## config.mk

```make
export PLATFORM = sky130hd
export DESIGN_NAME = cs_address_sequencer
export DESIGN_NICKNAME = d
export VERILOG_FILES = /design/src/rtl/cs_seq_pkg.sv /design/src/rtl/cs_next_address_mux.sv /design/src/rtl/cs_address_sequencer.sv
export SDC_FILE = /design/constraint.sdc
export NUM_CORES = 1
export LEC_CHECK = 0
export ABC_AREA = 1
export ABC_CLOCK_PERIOD_IN_PS = 1340
export BUFFER_PORTS_ARGS = -buffer_cell sky130_fd_sc_hd__buf_4
export CAP_MARGIN = 25
export CORE_UTILIZATION = 40
export CTS_BUF_LIST = sky130_fd_sc_hd__clkbuf_4 sky130_fd_sc_hd__clkbuf_8
export DETAILED_ROUTE_END_ITERATION = 12
export GPL_TIMING_DRIVEN = 0
export PLACE_DENSITY_LB_ADDON = 0.12
export SETUP_SLACK_MARGIN = 0.05
export SYNTH_ARGS = -nofsm -noshare
export SYNTH_HDL_FRONTEND = slang
export SYNTH_SLANG_ARGS = --single-unit
```

## constraint.sdc

```tcl
create_clock -name CS_ADDRESS_SEQUENCER_CLOCK_50 -period 1.34 [get_ports CS_ADDRESS_SEQUENCER_CLOCK_50]
set_input_delay 0.067 -clock CS_ADDRESS_SEQUENCER_CLOCK_50 [delete_from_list [all_inputs] [get_ports CS_ADDRESS_SEQUENCER_CLOCK_50]]
set_output_delay 0.067 -clock CS_ADDRESS_SEQUENCER_CLOCK_50 [all_outputs]
set_load 0.01 [all_outputs]
```

## src/rtl/cs_seq_pkg.sv

```systemverilog
// Shared encodings for the microprogram address sequencer: COND field codes,
// FSM states, control-store address width and the DECODE address builder.
package cs_seq_pkg;

    localparam int unsigned CSA_W = 11;

    typedef enum logic [2:0] {
        COND_NEXT   = 3'b000,
        COND_N      = 3'b001,
        COND_Z      = 3'b010,
        COND_V      = 3'b011,
        COND_C      = 3'b100,
        COND_IR13   = 3'b101,
        COND_JUMP   = 3'b110,
        COND_DECODE = 3'b111
    } cond_e;

    typedef enum logic [1:0] {
        ST_IDLE     = 2'b00,
        ST_RUN      = 2'b01,
        ST_WAIT_MEM = 2'b10
    } state_e;

    // Opcode dispatch: op[1:0] and op3[5:0] pick a 4-word slot in the upper half of the store.
    function automatic logic [CSA_W-1:0] decode_addr(input logic [31:0] ir);
        return {1'b1, ir[31:30], ir[24:19], 2'b00};
    endfunction

endpackage

```

## src/rtl/cs_next_address_mux.sv

```systemverilog
// Combinational next-address selection from the microword COND field, PSR flags
// and instruction register.
module cs_next_address_mux
    import cs_seq_pkg::*;
(
    input  logic [2:0]       cond,
    input  logic [CSA_W-1:0] jump_addr,
    input  logic [CSA_W-1:0] csa,
    input  logic [3:0]       flags,
    input  logic [31:0]      ir,
    output logic [CSA_W-1:0] next_addr
);

    logic [CSA_W-1:0] csa_inc;
    logic             flag_n, flag_z, flag_v, flag_c;
    logic             unused_ir;

    assign csa_inc = csa + CSA_W'(1);
    assign {flag_n, flag_z, flag_v, flag_c} = flags;
    assign unused_ir = ^{ir[29:25], ir[18:14], ir[12:0]};

    always_comb begin
        next_addr = csa_inc;
        unique case (cond)
            COND_NEXT:   next_addr = csa_inc;
            COND_N:      next_addr = flag_n ? jump_addr : csa_inc;
            COND_Z:      next_addr = flag_z ? jump_addr : csa_inc;
            COND_V:      next_addr = flag_v ? jump_addr : csa_inc;
            COND_C:      next_addr = flag_c ? jump_addr : csa_inc;
            COND_IR13:   next_addr = ir[13] ? jump_addr : csa_inc;
            COND_JUMP:   next_addr = jump_addr;
            COND_DECODE: next_addr = decode_addr(ir);
            default:     next_addr = csa_inc;
        endcase
    end

endmodule

```

## src/rtl/cs_address_sequencer.sv

```systemverilog
// Microprogram sequencer: holds the control-store address, stalls on memory
// accesses and strobes ADVANCE. Optional trap entry via CS_ADDRESS_SEQUENCER_TRAP_EN.
module cs_address_sequencer
    import cs_seq_pkg::*;
#(
    parameter int unsigned               CSA_DATAWIDTH = CSA_W,
    parameter logic [CSA_DATAWIDTH-1:0]  TRAP_VECTOR   = 11'h7F0
) (
    input  logic                     CS_ADDRESS_SEQUENCER_CLOCK_50,
    input  logic                     CS_ADDRESS_SEQUENCER_RESET_InLow,
    input  logic                     CS_ADDRESS_SEQUENCER_START,
    input  logic [2:0]               CS_ADDRESS_SEQUENCER_COND_InBus,
    input  logic [CSA_DATAWIDTH-1:0] CS_ADDRESS_SEQUENCER_JUMPADDR_InBus,
    input  logic                     CS_ADDRESS_SEQUENCER_RD,
    input  logic                     CS_ADDRESS_SEQUENCER_WR,
    input  logic                     CS_ADDRESS_SEQUENCER_MEM_ACK,
    input  logic [3:0]               CS_ADDRESS_SEQUENCER_FLAGS_InBus,
    input  logic [31:0]              CS_ADDRESS_SEQUENCER_IR_InBus,
`ifdef CS_ADDRESS_SEQUENCER_TRAP_EN
    input  logic                     CS_ADDRESS_SEQUENCER_TRAP_REQ,
`endif
    output logic [CSA_DATAWIDTH-1:0] CS_ADDRESS_SEQUENCER_CSAddress_OutBus,
    output logic                     CS_ADDRESS_SEQUENCER_MEM_REQ,
    output logic                     CS_ADDRESS_SEQUENCER_ADVANCE
`ifdef CS_ADDRESS_SEQUENCER_TRAP_EN
    ,
    output logic                     CS_ADDRESS_SEQUENCER_TRAP_ACK
`endif
);

    logic                     clk;
    logic                     rst_n;
    logic                     mem_rw;
    logic                     mem_ack;
    logic                     mem_req;
    logic                     advance;
    state_e                   state;
    logic [CSA_DATAWIDTH-1:0] csa;
    logic [CSA_DATAWIDTH-1:0] mux_next;
    logic [CSA_DATAWIDTH-1:0] next_addr;

    assign clk     = CS_ADDRESS_SEQUENCER_CLOCK_50;
    assign rst_n   = CS_ADDRESS_SEQUENCER_RESET_InLow;
    assign mem_rw  = CS_ADDRESS_SEQUENCER_RD | CS_ADDRESS_SEQUENCER_WR;
    assign mem_ack = CS_ADDRESS_SEQUENCER_MEM_ACK;

    cs_next_address_mux u_next_mux (
        .cond      (CS_ADDRESS_SEQUENCER_COND_InBus),
        .jump_addr (CS_ADDRESS_SEQUENCER_JUMPADDR_InBus),
        .csa       (csa),
        .flags     (CS_ADDRESS_SEQUENCER_FLAGS_InBus),
        .ir        (CS_ADDRESS_SEQUENCER_IR_InBus),
        .next_addr (mux_next)
    );

`ifdef CS_ADDRESS_SEQUENCER_TRAP_EN
    logic trap_take;

    // Traps are only taken at an instruction boundary, i.e. a completing DECODE microword.
    assign trap_take = advance && CS_ADDRESS_SEQUENCER_TRAP_REQ
                       && (CS_ADDRESS_SEQUENCER_COND_InBus == COND_DECODE);
    assign next_addr = trap_take ? TRAP_VECTOR : mux_next;
    assign CS_ADDRESS_SEQUENCER_TRAP_ACK = trap_take;
`else
    logic [CSA_DATAWIDTH-1:0] unused_trap_vector;

    assign unused_trap_vector = TRAP_VECTOR;
    assign next_addr = mux_next;
`endif

    always_comb begin
        mem_req = 1'b0;
        advance = 1'b0;
        unique case (state)
            ST_RUN: begin
                mem_req = mem_rw;
                advance = !mem_rw || mem_ack;
            end
            ST_WAIT_MEM: begin
                mem_req = 1'b1;
                advance = mem_ack;
            end
            default: begin
                mem_req = 1'b0;
                advance = 1'b0;
            end
        endcase
    end

    always_ff @(posedge clk) begin
        if (!rst_n) begin
            state <= ST_IDLE;
            csa   <= '0;
        end else begin
            unique case (state)
                ST_IDLE: begin
                    if (CS_ADDRESS_SEQUENCER_START) begin
                        state <= ST_RUN;
                    end
                end
                ST_RUN: begin
                    if (advance) begin
                        csa <= next_addr;
                    end else begin
                        state <= ST_WAIT_MEM;
                    end
                end
                ST_WAIT_MEM: begin
                    if (advance) begin
                        csa   <= next_addr;
                        state <= ST_RUN;
                    end
                end
                default: begin
                    state <= ST_IDLE;
                    csa   <= '0;
                end
            endcase
        end
    end

    assign CS_ADDRESS_SEQUENCER_CSAddress_OutBus = csa;
    assign CS_ADDRESS_SEQUENCER_MEM_REQ          = mem_req;
    assign CS_ADDRESS_SEQUENCER_ADVANCE          = advance;

endmodule

```

; ---- Yosys cells after proc, flatten, opt, wreduce, memory -nomap -nowiden
; Cells that the tools add are included.
[totals]
elab_cells = 39
ff_bits = 13
romBits = 0
ramBits = 0
n_memories = 0
latchBits = 0
[op_classes]
n_div = 0
n_reduce_logical = 7
n_mul = 0
bitwise_logic = 2
mux = 14
n_eq_ne = 13
add_sub_neg = 1
shift = 0
n_lt_le_gt_ge = 0
[op_table]
columns = operator, count
row1 = $pmux 11 s8, 1
row2 = $mux 11, 6
row3 = $pmux 11 s2, 1
row4 = $eq 3x3->1 const B, 4
row5 = $add 11x1->11 const B, 1
row6 = $eq 3x2->1 const B, 2
row7 = $mux 2, 3
row8 = $ne 2x2->1 const B, 3
row9 = $pmux 2 s3, 1
row10 = $pmux 1 s2, 2
row11 = $eq 3x1->1 const B, 1
row12 = $logic_not 3->1, 1
row13 = $reduce_and 3->1, 1
row14 = $eq 2x1->1 const B, 1
row15 = $eq 2x2->1 const B, 1
row16 = $logic_not 2->1, 1
row17 = $ne 2x1->1 const B, 1
row18 = $reduce_and 2->1, 1
row19 = $reduce_or 2->1, 1
row20 = $logic_not 1->1, 1
row21 = $logic_or 1x1->1, 1
row22 = $not 1->1, 1
row23 = $or 1x1->1, 1

; ---- Logic depth before layout (Yosys ltp)
; Gate-level depths: netlist of the first run.
[depth]
ltp_word = 6
ltp_mapped = 11
depth_no_buf = 11

; ---- Hierarchy
; A second synthesis of the first run with hierarchy kept.
[hier_totals]
cells_unflattened = 247
hier_area_um2 = 1462.7
[by_module_without_submodules]
columns = mod, cells_per_inst, area_per_inst_um2, instances, seq_area_each_um2
row1 = cs_next_address_mux, 142, 748.2, 1, 0.0
row2 = cs_address_sequencer, 105, 714.4, 1, 260.2

; ---- Least setup slack after synthesis of the first run
; Ideal clock, no wire load.
[synth_path]
path_kind = register -> register
from = register csa[0] (netlist: CS_ADDRESS_SEQUENCER_CSAddress_OutBus[0])
to = register csa[4] (netlist: CS_ADDRESS_SEQUENCER_CSAddress_OutBus[4])
path_stages_with_launch = 11
path_slack_ps = -192
path_buffers = 0
arrival_time_ps = 1398
setup_ps = 134
cell_sequence = dfxtp_1 > ha_1 > nand3_1 > nand2_1 > nand3_1 > nand2_1 > nand2_1 > nor2_1 > nand2_1 > nand2_1 > a21oi_1
[synth_between]
elab_chain_len = 5
[synth_lines]
columns = item, line_no
row1 = from (decl), cs_address_sequencer.sv:38  ; logic [CSA_DATAWIDTH-1:0] csa;
row2 = from (signal assigned), cs_address_sequencer.sv:103  ; csa <= next_addr;
row3 = from (signal assigned), cs_address_sequencer.sv:110  ; csa <= next_addr;
row4 = $add 11x1->11 (*), cs_next_address_mux.sv:18  ; assign csa_inc = csa + CSA_W'(1);
row5 = $mux 11 (on tied branches), -
row6 = $pmux 11 s8 (*), cs_next_address_mux.sv:24  ; unique case (cond)
row7 = $mux 11 (*), "cs_address_sequencer.sv:102, cs_address_sequencer.sv:109"
row8 = $pmux 11 s2 (*), cs_address_sequencer.sv:95  ; unique case (state)
; Every way passes the cells marked *; elsewhere a longest branch is shown, timed or not. The select of a mux whose other input is x is not followed.
; A chain may end at the register's enable or synchronous reset.

; ---- Worst setup path after layout of the first run
[layout_path]
from = register csa[1] (netlist: CS_ADDRESS_SEQUENCER_CSAddress_OutBus[1])
to = register csa[2] (netlist: CS_ADDRESS_SEQUENCER_CSAddress_OutBus[2])
; Same word-level chain as after synthesis.

==> results of run 1 <==
-- worst reg2reg max path: cells and delay by family, from the launching register on --
kind	cells	cell delay, ns
DFF	1	0.37
and+or+nand+nor	8	0.60
buffers and inverters	1	0.12
adders and majority gates	1	0.17
AOI/OAI and AO/OA	1	0.06
-- power groups by stage --
stage	combinational, mW	clock (mW)	sequential [mW]
after detailed placement	0.993	0	0.487
after global placement	0.989	0	0.486
after CTS	1.29	0.391	0.498
after global routing	1.52	0.417	0.520
final	1.40	0.385	0.516
after floorplan	0.674	0	0.485
-- timing repair --
item / CTS / global route
hold buffers: 0 / 0
buffers inserted: 4 / 1
gates cloned: 1 / 0
gates resized for setup: 34 / 9
endpoints found under the setup margin: 14 / 15
pin swaps: 17 / 10
-- state kept, by name, summed over array words and instances (netlist names) --
signal / count
CS_ADDRESS_SEQUENCER_CSAddress_OutBus: 11
state: 2
-- layer usage --
layer	global-route usage (%)	vias up	share of wire, %
met2	40.8	67	45
met3	3.33	4	6.6
li1	-	1139	-
met5	0	-	0
met4	2.34	0	0.25
met1	38.0	988	48
-- synthesized netlist by cell type, types with 3 or more instances --
library cell | instances | area [sq um]
a211oi_1 | 5 | 37.5
a21oi_1 | 22 | 110
buf_4 | 3 | 22.5
dfxtp_1 | 13 | 260
ha_1 | 4 | 50.1
inv_1 | 45 | 169
nand2_1 | 91 | 342
nand3_1 | 33 | 165
nand3_2 | 5 | 50.1
nand4_1 | 8 | 50.1
nor2_1 | 34 | 128
nor2_2 | 4 | 25.0
o211ai_1 | 9 | 67.6
o21ai_0 | 7 | 35.0
o21ai_1 | 3 | 15.0
o21bai_1 | 6 | 45.0
-- cells by family after synthesis --
| group | count (synthesis) | synth area share [%] |
|---|---|---|
| AO/OA/AOI/OAI | 57 | 20.0 |
| XOR/XNOR | 3 | 1.51 |
| AND/OR/NAND/NOR | 183 | 47.5 |
| buffers and inverters | 55 | 13.2 |
| adder cells (fa/ha/maj) | 4 | 2.87 |
| flip-flops | 13 | 14.9 |
-- per-stage QoR --
stage	setup slack [ns]	total power, mW	area [sq um]
4_1_cts	-0.0611	2.18	2330
3_3_place_gp	-0.153	1.47	2150
3_5_place_dp	-0.154	1.48	2150
6_report	-0.112	2.30	2390
5_1_grt	-0.205	2.45	2390
2_1_floorplan	0.0262	1.16	1780
-- worst paths after layout --
path | startpoint | endpoint | slack [ns] | depth (start not counted)
worst max-delay path | CS_ADDRESS_SEQUENCER_CSAddress_OutBus[1]$_SDFFE_PN0P_ | CS_ADDRESS_SEQUENCER_CSAddress_OutBus[2]$_SDFFE_PN0P_ | -0.11 | 11
worst min-delay path | CS_ADDRESS_SEQUENCER_RESET_InLow | state[0]$_SDFFE_PN0P_ | 0.08 | 3
worst max register to register | CS_ADDRESS_SEQUENCER_CSAddress_OutBus[1]$_SDFFE_PN0P_ | CS_ADDRESS_SEQUENCER_CSAddress_OutBus[2]$_SDFFE_PN0P_ | -0.11 | 11
worst min register to register | CS_ADDRESS_SEQUENCER_CSAddress_OutBus[10]$_SDFFE_PN0P_ | CS_ADDRESS_SEQUENCER_CSAddress_OutBus[10]$_SDFFE_PN0P_ | 0.50 | 2
-- layout make-up --
class                           instances  area [sq um]  area share (%)
Tap cell                               50          62.6            2.62
Multi-Input combinational cell        247          1390            58.3
Buffer                                  8          57.6            2.41
Inverter                               47           184            7.70
Timing Repair Buffer                   48           364            15.2
Clock buffer                            4          48.8            2.04
Sequential cell                        13           279            11.7
==> results.cfg, run 1 <==
[status]
status = finished with violations
violations = setup timing

[timing]
setup_tns_ns = -0.595
whs_ns = 0.0845
setup_violations = 13
setup_ws_ns = -0.112
hold_violations = 0
min_period_ns = 1.45
rsz0062_at_grt = yes
post-route-period-util_pct = 108
drv_slew = 0
worstMarginPinSlew_ns = 0.539
fin_worst_skew_ns = 0.00329
max_freq_mhz = 689
relSlewSlack_pct = 64.1

[critical_path]
crit_family = simple AND/OR/NAND/NOR gates
worstSetupPathType = reg -> reg
cpMostUsedCell = nand2_1
path_cells = ha_4, buf_4, nand2_2, nand2_4, nand2_1, nand3b_1, nand2_1, nor2_1, nand2_1, nand3_2, a21oi_1
end_kind = flip-flop
required_ns = 1.45
cpMaxStageDelayCell = dfxtp_4
crit_arrival_ns = 1.56
worstPathMaxFanout = 6
start_kind = flip-flop
timing.critical_path.buf_inv = 1
max_stage_delay_ns = 0.37

[power_and_ir_drop]
power.internal_mw = 1.28
p_sw_mw = 1.02
p_clk_share_pct = 16.7
seq_power_share_pct = 22.4
comb_power_share_pct = 60.9
vdd_drop_max_uv = 886
switching_share_pct = 44.3
power.leakage_nw = 1.21
p_per_area_nw_per_um2 = 964

[route]
drc = 0
viasPerCell = 5.27
wirelength_um = 5630
firstDrtPassIters = 5
final_antenna_net_count = 0
wire_per_inst_um = 13.5
num_vias = 2198
drt_iter0_markers = 209

[floorplanning]
io_pins = 69
die_h_um = 68.1
core_sq_um = 4090
die_x_um = 68.1
die_area_sq_um = 4630
start_util_pct = 42.7
rows = 23

[placed_design]
place_congestion = 0.969
numPlacedInstances = 407
hpwl_um = 4130
port_buffers = 42

[logic_synthesis]
synth_edf_count = 0
ys_warn_count = 0
ys_types = 31
ys_ff_latch = 13
syn-num-nets = 375
synth_area_sq_um = 1750
async_reset_ff_share_pct = 0
postSynthCellCount = 315
syn_area_per_cell_sq_um = 5.54
ys_seq_area_share_pct = 14.9
dominantRegCellSynth = dfxtp_1

[finish]
fin_util_pct = 58.5
antenna_cells = 0
layout_common_cells = nand2_1 (82), buf_4 (50), inv_1 (39)
fin_cells = 417
nFillCells = 416
synthToLayoutAreaGrowth_pct = 36.9
final_common_cell = nand2_1
fin_nets = 428
drive_gt1_share_pct = 30.2

[grt]
grt_antenna_before_repair = 0
grt_max_degree = 11
grt_pass1_vias = 1917
overflow = 0
grt_usage_pct = 25.8
grt_pass1_wl_um = 9090

[cts]
clock_latency_ns = 0.25
htreeDepth = 1
clk_pin_slew_ns = 0.06
cts-root-buf = clkbuf_8
clk_path_buf_depth = 2
cts_tree = done
cts.sinks = 13
cts_made_buffers = 3

[min_path]
hold_path.class = in -> reg

[job]
maxCapViolCount = 0
Note: power is estimated with default switching activity, not from simulation.
==> run 2, diff against run 1 <==
Settings changed: ABC_AREA 1 to 0, CAP_MARGIN 25 to 20, TNS_END_PERCENT set to 20.
==> run 2 against run 1 <==
Net effect: the flow finishes with violations (DRC, setup timing); critical endpoint is now CS_ADDRESS_SEQUENCER_CSAddress_OutBus[5]$_SDFFE_PN0P_; clock skew decreased by 0.0011 ns; routed wire length shrank 33%; via count down 32%; flip-flop and latch count stayed put; combinational power shrank 14%; critical path type unchanged.
==> results.cfg, run 2 <==
[timing]
whs_ns = 0.0588
post-route-period-util_pct = 131
worstMarginPinSlew_ns = 0.691
min_period_ns = 1.75
rsz0062_at_grt = yes
max_freq_mhz = 571
hold_violations = 0
setup_violations = 15
fin_worst_skew_ns = 0.00215
relSlewSlack_pct = 53.6
drv_slew = 0
setup_ws_ns = -0.410

[critical_path]
worstPathMaxFanout = 8
reg2reg_depth = 7
r2r-end = CS_ADDRESS_SEQUENCER_CSAddress_OutBus[5]$_SDFFE_PN0P_
required_ns = 1.51
end_kind = flip-flop
start_kind = flip-flop
r2r-start = state[1]$_SDFFE_PN0P_
r2r_slack_ns = -0.41
crit_arrival_ns = 1.92
worstSetupPathType = reg -> reg
endpoint = CS_ADDRESS_SEQUENCER_CSAddress_OutBus[5]$_SDFFE_PN0P_
setup.worst_path.start = state[1]$_SDFFE_PN0P_

[min_path]
hold_path.class = in -> reg

[logic_synthesis]
synth_area_sq_um = 1240
ys_ff_latch = 13
synthSimpleGateAreaFrac_pct = 31.0
syn-num-nets = 219
syn_area_per_cell_sq_um = 7.79
synth_commonest_cells = dfxtp_1 (13), nor2_1 (13), nand2_1 (10)
async_reset_ff_share_pct = 0
synth-compound-area-share_pct = 31.4
synth_area_leaders = dfxtp_1 (21%), a222oi_1 (4.0%), ha_1 (4.0%)
ys_warn_count = 0
postSynthCellCount = 159
synth_edf_count = 0
yosysTopAreaCell = dfxtp_1
synth_fa_ha_area_share_pct = 4.04
ys_types = 46
ys_seq_area_share_pct = 21.0
synthMuxAreaShare_pct = 3.43
dominantRegCellSynth = dfxtp_1
synth_top_family_by_area = compound AO/OA/AOI/OAI gates
synthXorXnorAreaFrac_pct = 2.12
yosys.area.top_type_share_pct = 21.0

[finish]
stdcell_area_sq_um = 1840
largest_register_ffs = 11
synthToLayoutAreaGrowth_pct = 48.8
drive_gt1_share_pct = 41.9
antenna_cells = 0
layout_common_cells = buf_4 (55), nor2_1 (12), dfxtp_1 (10), nand2_1 (10)
final_common_cell = buf_4
fin_nets = 278
fin_util_pct = 64.6

[floorplanning]
start_util_pct = 43.4
core_sq_um = 2850
die_h_um = 57.7
io_pins = 69
rows = 19
die_area_sq_um = 3320
die_x_um = 57.7

[grt]
grt_pass1_wl_um = 6000
grt_usage_pct = 23.0
grt_antenna_before_repair = 0
grt_pass1_vias = 1356
overflow = 0
grt_max_degree = 11

[route]
drt_iter0_markers = 137
num_vias = 1485
wire_per_inst_um = 15.2
firstDrtPassIters = 8
viasPerCell = 5.99
final_antenna_net_count = 0
wirelength_um = 3780
drc = 3

[cts]
htreeDepth = 1
clock_latency_ns = 0.28
cts_tree = done
cts-root-buf = clkbuf_4
cts-hold-fix-buffers = 0
clk_path_buf_depth = 2
cts_made_buffers = 3
cts.sinks = 13
clk_pin_slew_ns = 0.09

[placed_design]
port_buffers = 44
place_congestion = 0.772
placed_area_sq_um = 1640
hpwl_um = 2690

[power_and_ir_drop]
vdd_drop_max_uv = 1310
power.leakage_nw = 0.840
p_per_area_nw_per_um2 = 1070

[status]
status = finished with violations
violations = DRC, setup timing

[job]
maxCapViolCount = 0
-- run 2: cell families (layout without fill, tap and decap cells) --
logic type,Yosys count,in the layout
XOR/XNOR,3,3
buffers and inverters,18,76
flip-flops,13,13
AO/OA/AOI/OAI,51,51
AND/OR/NAND/NOR,67,67
adder cells (fa/ha/maj),4,4
multiplexers,3,3
-- run 2: routing by layer --
metal | track usage [%] | share of wire [%]
met5 | 0 | 0
met2 | 41.9 | 52
met1 | 28.6 | 43
met3 | 4.46 | 4.8
met4 | 3.74 | 0.34
-- run 2: area by class of cell --
class	instances	area, sq um
Inverter	8	32.5
Buffer	8	48.8
Clock buffer	4	30.0
Timing Repair Buffer	56	424
Tap cell	31	38.8
Fill cell	255	1010
Sequential cell	13	267
Multi-Input combinational cell	128	1000
-- run 2: what timing repair did --
action	in CTS	in global routing
gates resized for setup	12	9
pin swaps	4	7
hold endpoints to repair	0	0
setup buffers	7	5
setup endpoints to repair	15	15
-- run 2: report_power, final --
group,internal [mW],switching (mW),leakage (nW)
clock,0.136,0.149,0.0184
sequential,0.427,0.0421,0.107
combinational,0.653,0.558,0.715
-- run 2: worst min-delay path by stage --
| stage | endpoint | cells past startpoint | slack, ns | startpoint |
|---|---|---|---|---|
| global placement | CS_ADDRESS_SEQUENCER_CSAddress_OutBus[5]$_SDFFE_PN0P_ | 3 | 0.34 | CS_ADDRESS_SEQUENCER_JUMPADDR_InBus[5] |
| global route | CS_ADDRESS_SEQUENCER_CSAddress_OutBus[10]$_SDFFE_PN0P_ | 2 | 0.06 | CS_ADDRESS_SEQUENCER_RESET_InLow |
| finish | CS_ADDRESS_SEQUENCER_CSAddress_OutBus[2]$_SDFFE_PN0P_ | 3 | 0.06 | CS_ADDRESS_SEQUENCER_JUMPADDR_InBus[2] |
| floorplan | state[0]$_SDFFE_PN0P_ | 2 | 0.19 | CS_ADDRESS_SEQUENCER_RESET_InLow |
| detailed placement | state[1]$_SDFFE_PN0P_ | 2 | 0.35 | CS_ADDRESS_SEQUENCER_RESET_InLow |
| CTS | state[1]$_SDFFE_PN0P_ | 2 | 0.06 | CS_ADDRESS_SEQUENCER_RESET_InLow |
-- run 2: metrics by stage --
stage	worst slack (ns)	cells	TNS [ns]	power [mW]
2_1_floorplan	-0.343	159	-2.78	1.02
3_3_place_gp	-0.595	234	-5.07	1.23
3_5_place_dp	-0.639	234	-5.50	1.26
4_1_cts	-0.387	243	-4.27	1.80
5_1_grt	-0.434	248	-5.45	2.09
6_report	-0.410	248	-4.58	1.97
-- run 2: worst max-delay path, stage by stage, from the launching register on --
cell,delay (ns)
dfxtp_4,0.37
inv_4,0.07
ha_4,0.15
or3b_4,0.40
a31oi_4,0.21
nor2b_4,0.11
a31o_2,0.22
o2bb2ai_1,0.11
